==> config.mk <==
export PLATFORM = sky130hd
export DESIGN_NAME = muldiv_unit
export DESIGN_NICKNAME = d
export VERILOG_FILES = /design/src/rtl/muldiv_unit_pkg.sv /design/src/rtl/muldiv_unit.sv
export SDC_FILE = /design/constraint.sdc
export NUM_CORES = 1
export LEC_CHECK = 0
export ABC_AREA = 1
export CAP_MARGIN = 40
export CELL_PAD_IN_SITES_DETAIL_PLACEMENT = 2
export CELL_PAD_IN_SITES_GLOBAL_PLACEMENT = 2
export CORE_MARGIN = 2
export CORE_UTILIZATION = 34
export CTS_CLUSTER_DIAMETER = 100
export CTS_CLUSTER_SIZE = 25
export DETAILED_ROUTE_END_ITERATION = 6
export DONT_BUFFER_PORTS = 1
export HOLD_SLACK_MARGIN = 0.12
export MAX_ROUTING_LAYER = met4
export PLACE_DENSITY_LB_ADDON = 0.05
export SLEW_MARGIN = 5
export SYNTH_ARGS = -nofsm -noshare
export SYNTH_HDL_FRONTEND = slang
export SYNTH_SLANG_ARGS = --single-unit
==> constraint.sdc <==
create_clock -name clk -period 2.75 [get_ports clk]
set_input_delay 0.275 -clock clk [delete_from_list [all_inputs] [get_ports clk]]
set_output_delay 0.275 -clock clk [all_outputs]
set_load 0.02 [all_outputs]
==> src/rtl/muldiv_unit_pkg.sv <==
// Shared encodings for the iterative multiply/divide unit: op codes, FSM states
// and small op-classification helpers used by the decoder, hazard unit and muldiv_unit.
package muldiv_unit_pkg;

  localparam int MD_XLEN     = 32;
  localparam int MD_CNT_W    = 5;
  localparam int MD_LAST_ITR = MD_XLEN - 1;

  typedef enum logic [1:0] {
    MD_MULT  = 2'd0,
    MD_MULTU = 2'd1,
    MD_DIV   = 2'd2,
    MD_DIVU  = 2'd3
  } md_op_e;

  typedef enum logic [1:0] {
    MD_IDLE = 2'd0,
    MD_CALC = 2'd1,
    MD_FIX  = 2'd2
  } md_state_e;

  function automatic logic md_is_div(input md_op_e op);
    return (op == MD_DIV) || (op == MD_DIVU);
  endfunction

  function automatic logic md_is_signed(input md_op_e op);
    return (op == MD_MULT) || (op == MD_DIV);
  endfunction

endpackage

==> src/rtl/muldiv_unit.sv <==
// Iterative radix-2 multiply/divide unit owning the architectural HI/LO registers.
// Fixed 34-cycle latency from accepted start to the md_done cycle.
//
// state   | meaning
// MD_IDLE | waiting for md_start; MTHI/MTLO writes accepted here
// MD_CALC | one shift-add / restoring shift-subtract step per cycle, 32 steps
// MD_FIX  | sign correction, HI/LO update, md_done raised for the next cycle
module muldiv_unit
  import muldiv_unit_pkg::*;
#(
  parameter int XLEN = 32
) (
  input  logic            clk,
  input  logic            rst,
  input  logic            md_start,
  input  logic [1:0]      md_op,
  input  logic [XLEN-1:0] md_op_x,
  input  logic [XLEN-1:0] md_op_y,
  input  logic            md_hi_we,
  input  logic            md_lo_we,
  input  logic [XLEN-1:0] md_wdata,
  output logic            md_busy,
  output logic            md_done,
  output logic            md_div_zero,
  output logic [XLEN-1:0] md_hi,
  output logic [XLEN-1:0] md_lo
);

  md_state_e             state_q, state_d;
  md_op_e                op_q, op_d;
  logic [MD_CNT_W-1:0]   cnt_q, cnt_d;
  logic                  x_sign_q, x_sign_d;
  logic                  y_sign_q, y_sign_d;
  logic [XLEN-1:0]       acc_hi_q, acc_hi_d;
  logic [XLEN-1:0]       acc_lo_q, acc_lo_d;
  logic [XLEN-1:0]       b_q, b_d;
  logic [XLEN-1:0]       hi_q, hi_d;
  logic [XLEN-1:0]       lo_q, lo_d;
  logic                  done_q, done_d;
  logic                  div_zero_q, div_zero_d;

  logic                  start_signed;
  logic [XLEN:0]         div_shift;
  logic                  div_ge;
  logic [XLEN:0]         mul_sum;
  logic [2*XLEN-1:0]     prod_mag;
  logic                  div_by_zero;

  always_ff @(posedge clk) begin
    if (rst) begin
      state_q <= MD_IDLE;
    end else begin
      state_q <= state_d;
    end
  end

  always_comb begin
    state_d = state_q;
    case (state_q)
      MD_IDLE: if (md_start) state_d = MD_CALC;
      MD_CALC: if (cnt_q == MD_CNT_W'(MD_LAST_ITR)) state_d = MD_FIX;
      MD_FIX:  state_d = MD_IDLE;
      default: state_d = MD_IDLE;
    endcase
  end

  always_comb begin
    md_busy     = (state_q != MD_IDLE);
    md_done     = done_q;
    md_div_zero = div_zero_q;
    md_hi       = hi_q;
    md_lo       = lo_q;
  end

  // Datapath: acc_lo holds |x| (multiplier / dividend-then-quotient), b holds |y|.
  always_comb begin
    op_d         = op_q;
    cnt_d        = cnt_q;
    x_sign_d     = x_sign_q;
    y_sign_d     = y_sign_q;
    acc_hi_d     = acc_hi_q;
    acc_lo_d     = acc_lo_q;
    b_d          = b_q;
    hi_d         = hi_q;
    lo_d         = lo_q;
    done_d       = 1'b0;
    div_zero_d   = 1'b0;
    start_signed = md_is_signed(md_op_e'(md_op));
    div_shift    = {acc_hi_q, acc_lo_q[XLEN-1]};
    div_ge       = (div_shift >= {1'b0, b_q});
    mul_sum      = {1'b0, acc_hi_q} + (acc_lo_q[0] ? {1'b0, b_q} : '0);
    prod_mag     = {acc_hi_q, acc_lo_q};
    div_by_zero  = (b_q == '0);

    case (state_q)
      MD_IDLE: begin
        if (md_start) begin
          op_d     = md_op_e'(md_op);
          x_sign_d = start_signed & md_op_x[XLEN-1];
          y_sign_d = start_signed & md_op_y[XLEN-1];
          acc_lo_d = (start_signed & md_op_x[XLEN-1]) ? -md_op_x : md_op_x;
          b_d      = (start_signed & md_op_y[XLEN-1]) ? -md_op_y : md_op_y;
          acc_hi_d = '0;
          cnt_d    = '0;
        end else begin
          if (md_hi_we) hi_d = md_wdata;
          if (md_lo_we) lo_d = md_wdata;
        end
      end
      MD_CALC: begin
        cnt_d = cnt_q + MD_CNT_W'(1);
        if (md_is_div(op_q)) begin
          acc_hi_d = div_ge ? (div_shift[XLEN-1:0] - b_q) : div_shift[XLEN-1:0];
          acc_lo_d = {acc_lo_q[XLEN-2:0], div_ge};
        end else begin
          acc_hi_d = mul_sum[XLEN:1];
          acc_lo_d = {mul_sum[0], acc_lo_q[XLEN-1:1]};
        end
      end
      MD_FIX: begin
        done_d = 1'b1;
        if (md_is_div(op_q)) begin
          // A zero divisor leaves |x| as remainder, so the signed fix restores the original dividend.
          div_zero_d = div_by_zero;
          hi_d       = x_sign_q ? -acc_hi_q : acc_hi_q;
          lo_d       = div_by_zero ? '1 : ((x_sign_q ^ y_sign_q) ? -acc_lo_q : acc_lo_q);
        end else begin
          {hi_d, lo_d} = (x_sign_q ^ y_sign_q) ? -prod_mag : prod_mag;
        end
      end
      default: ;
    endcase
  end

  always_ff @(posedge clk) begin
    if (rst) begin
      op_q       <= MD_MULT;
      cnt_q      <= '0;
      x_sign_q   <= 1'b0;
      y_sign_q   <= 1'b0;
      acc_hi_q   <= '0;
      acc_lo_q   <= '0;
      b_q        <= '0;
      hi_q       <= '0;
      lo_q       <= '0;
      done_q     <= 1'b0;
      div_zero_q <= 1'b0;
    end else begin
      op_q       <= op_d;
      cnt_q      <= cnt_d;
      x_sign_q   <= x_sign_d;
      y_sign_q   <= y_sign_d;
      acc_hi_q   <= acc_hi_d;
      acc_lo_q   <= acc_lo_d;
      b_q        <= b_d;
      hi_q       <= hi_d;
      lo_q       <= lo_d;
      done_q     <= done_d;
      div_zero_q <= div_zero_d;
    end
  end

endmodule

==> run_results.csv <==
group,metric,value,unit
critical_path,worst_path_most_repeated_cell,"nand2_1",
finish,final_cell_mix,"nand2_1 (852), inv_1 (390), o21ai_0 (266)",
synth,synthFlopType,"dfxtp_1",
critical_path,max_stage_delay,0.40,ns
global_routing,grt-ovfl-total,0,
synth,synth_top_area_share,0.204,
synth,avgSynthCellArea,5.57,um2
detailed_routing,avgRoutedWirePerCell,26.4,um
floorplanning,core_area,49000,um2
placement,gp_congestion,0.970,
outcome,status,"finished, final reports clean",
timing,maxSlewViolCount,0,
timing,post-route-period-util,0.969,
global_routing,antenna_found_initial,1,
timing,fmax,375,MHz
flow_run,drv_cap,0,
cts,cts_tree,"built",
placement,dp.cells,3749,
floorplanning,die_w,227,um
global_routing,grt_pass1_vias,24478,
placement,place_area,18700,um2
finish,fillCellCount,6179,
synth,synthArstFlopShare,0,
finish,syn_to_final_growth,22.7,%
timing,hold_violations,0,
detailed_routing,drc,0,
power_and_ir_drop,leakage,0.00996,uW
finish,layout.nets,3380,
critical_path,endpoint_kind,"flip-flop",
global_routing,grt_max_degree,69,
cts,cts_made_buffers,17,
detailed_routing,vias_per_cell,5.80,
synth,ys_seq_area_frac,0.204,
timing,setup_viol,0,
synth,syn_inst,3022,
detailed_routing,firstDrtPassIters,5,
synth,netlist_top_cells_area,"dfxtp_1 (20%), nand2_1 (19%), inv_1 (8.7%)",
cts,clock_path_buffers,2,
worst_hold_path,min_path_type,"in -> reg",
power_and_ir_drop,peakVddDrop,0.000503,V
finish,design_area,20700,um2
timing,fin_worst_skew,0.0184,ns
cts,htreeDepth,4,
cts,clkTransAtPathRegs,0.09,ns
critical_path,cp.arrival,3.09,ns
floorplanning,dieHeight,227,um
critical_path,crit_chain,"inv_1 -> ha_1 -> nand2_2 -> nor2_1 -> nand2_1 -> inv_1 -> nand2_1 -> nand2_1 -> nand2_1 -> nand2_1 -> nand2_1 -> nand3_1 -> nand3_1 -> nand2_1 -> a21oi_1",
finish,final_common_cell,"nand2_1",
timing,fin_crit,2.67,ns
synth,yosysUniqueCellTypes,52,
placement,port_buffers,0,
synth,synth_top_area_cell,"dfxtp_1",
finish,drive_gt1_frac,0.111,
global_routing,gr-usage-all-layers,0.406,
cts,clock_latency,0.54,ns
detailed_routing,ant_nets,0,
finish,final_cells,3883,
detailed_routing,wl,103000,um
floorplanning,dieArea,51300,um2
timing,maxSlewHeadroom,0.367,
global_routing,grt_pass1_wl,151000,um
synth,synth-seq-cells,172,
floorplanning,io_pins,170,
cts,clock-root-buffer,"clkbuf_16",
timing,grt_setup_unrepaired,"yes",
detailed_routing,drt-initial-drc-count,1378,
synth,synth_edf_count,0,
critical_path,crit_fanout,5,
timing,worstMarginPinSlew,0.949,ns
critical_path,crit_required,3.17,ns
detailed_routing,route.vias.total,22509,
placement,place_hpwl,76700,um
critical_path,slowest_stage,"dfxtp_1",
floorplanning,rows,81,
critical_path,critPathKind,"reg -> reg",
synth,syn-cell-area,16800,um2
critical_path,cp-start-kind,"flip-flop",
floorplanning,start_util,0.344,
synth,synth_fp_nets,3197,
synth,yosysWarnings,0,
power_and_ir_drop,power.density,491,nW/um2
cts,cts.sinks,172,
metal layers:
| metal | routed length (um) | vias up | track usage | part of all wire |
|---|---|---|---|---|
| met5 | 0 | - | - | 0 |
| met4 | 7650 | 0 | 0.266 | 0.075 |
| met3 | 4570 | 325 | 0.0597 | 0.044 |
| met2 | 50400 | 669 | 0.705 | 0.49 |
| met1 | 40000 | 11266 | 0.431 | 0.39 |
| li1 | - | 10249 | - | - |
final cells by class:
class / count / area, um2 / area share
well taps: 664 / 831 / 0.0402
multi-input cells: 2326 / 11700 / 0.565
clock inverters: 15 / 211 / 0.0102
flip-flops and latches: 172 / 3450 / 0.167
inverters: 407 / 1530 / 0.0740
repair buffers: 281 / 2530 / 0.122
diodes: 1 / 2.50 / 0.000121
clock buffers: 17 / 425 / 0.0206
through the flow:
step / setup TNS, ns / util / setup WS [ns] / total power, uW / hold slack [ns]
CTS: 0 / 0.415 / 0.00860 / 9880 / 0.126
floorplan: 0 / - / 0.235 / 5280 / 0.429
detailed placement: -0.0155 / 0.382 / -0.0155 / 6950 / 0.368
finish: 0 / 0.422 / 0.0839 / 10100 / 0.120
global route: -0.212 / 0.422 / -0.0453 / 10600 / 0.125
global placement: 0 / 0.381 / 0.101 / 6770 / 0.372
power breakdown:
| group | leakage [uW] | switching, uW | internal [uW] | total [uW] |
|---|---|---|---|---|
| clock network | 0.000304 | 1530 | 1260 | 2790 |
| logic | 0.00824 | 2980 | 1430 | 4410 |
| registers | 0.00141 | 270 | 2670 | 2940 |
| total | 0.00996 | 4790 | 5360 | 10100 |
cell usage after synthesis (9+ instances only):
cell      count
clkbuf_1     81
or2_2         9
a21oi_1     264
nor3_1       34
xor2_1       33
nand2_1     868
dfxtp_1     172
nand4_1      48
nand3_1     268
nor4_1       12
xnor2_1      10
inv_1       391
o21bai_1      9
o21ai_1      21
buf_1        12
o21ai_0     269
ha_1         70
inv_2        11
buf_2        17
nor2_1      278
a31oi_1      42
worst paths after layout:
kind | startpoint | to | slack (ns) | cells past startpoint
worst max-delay path | b_q[14] | acc_hi_q[31] | 0.08 | 15
worst min-delay path | md_op_y[16] | b_q[16] | 0.12 | 3
worst max register to register | b_q[14] | acc_hi_q[31] | 0.08 | 15
worst min register to register | cnt_q[4] | cnt_q[4] | 0.48 | 2
critical path: cells and delay by family (launching register included):
| kind | cells | cell delay [ns] |
|---|---|---|
| compound gates | 1 | 0.06 |
| fa+ha+maj | 1 | 0.40 |
| buf+inv | 2 | 0.20 |
| flops | 1 | 0.40 |
| simple gates | 11 | 1.46 |
registers in the layout, indices dropped and copies added, names as in the netlist, 2 cells and up:
| register | flops |
|---|---|
| state_q | 2 |
| cnt_q | 5 |
| acc_lo_q | 32 |
| md_lo | 32 |
| md_hi | 32 |
| b_q | 32 |
| acc_hi_q | 32 |
repair_timing:
item,4_1_cts,5_1_grt
setup buffers,0,5
hold buffers,95,0
setup endpoints to repair,4,42
resized for setup,2,89
cloned,0,1
hold endpoints to repair,157,0
pin swaps,0,4
kinds of logic (layout without fill, tap and decap cells):
group | after synthesis | in the layout | share of synthesized area
XOR/XNOR | 43 | 43 | 0.0224
other | 0 | 1 | 0
AO/OA/AOI/OAI | 647 | 647 | 0.204
buffers and inverters | 525 | 720 | 0.121
adder cells (fa/ha/maj) | 72 | 72 | 0.0544
flip-flops | 172 | 172 | 0.204
AND/OR/NAND/NOR | 1563 | 1564 | 0.394
Note: power is estimated with default switching activity, not from simulation.
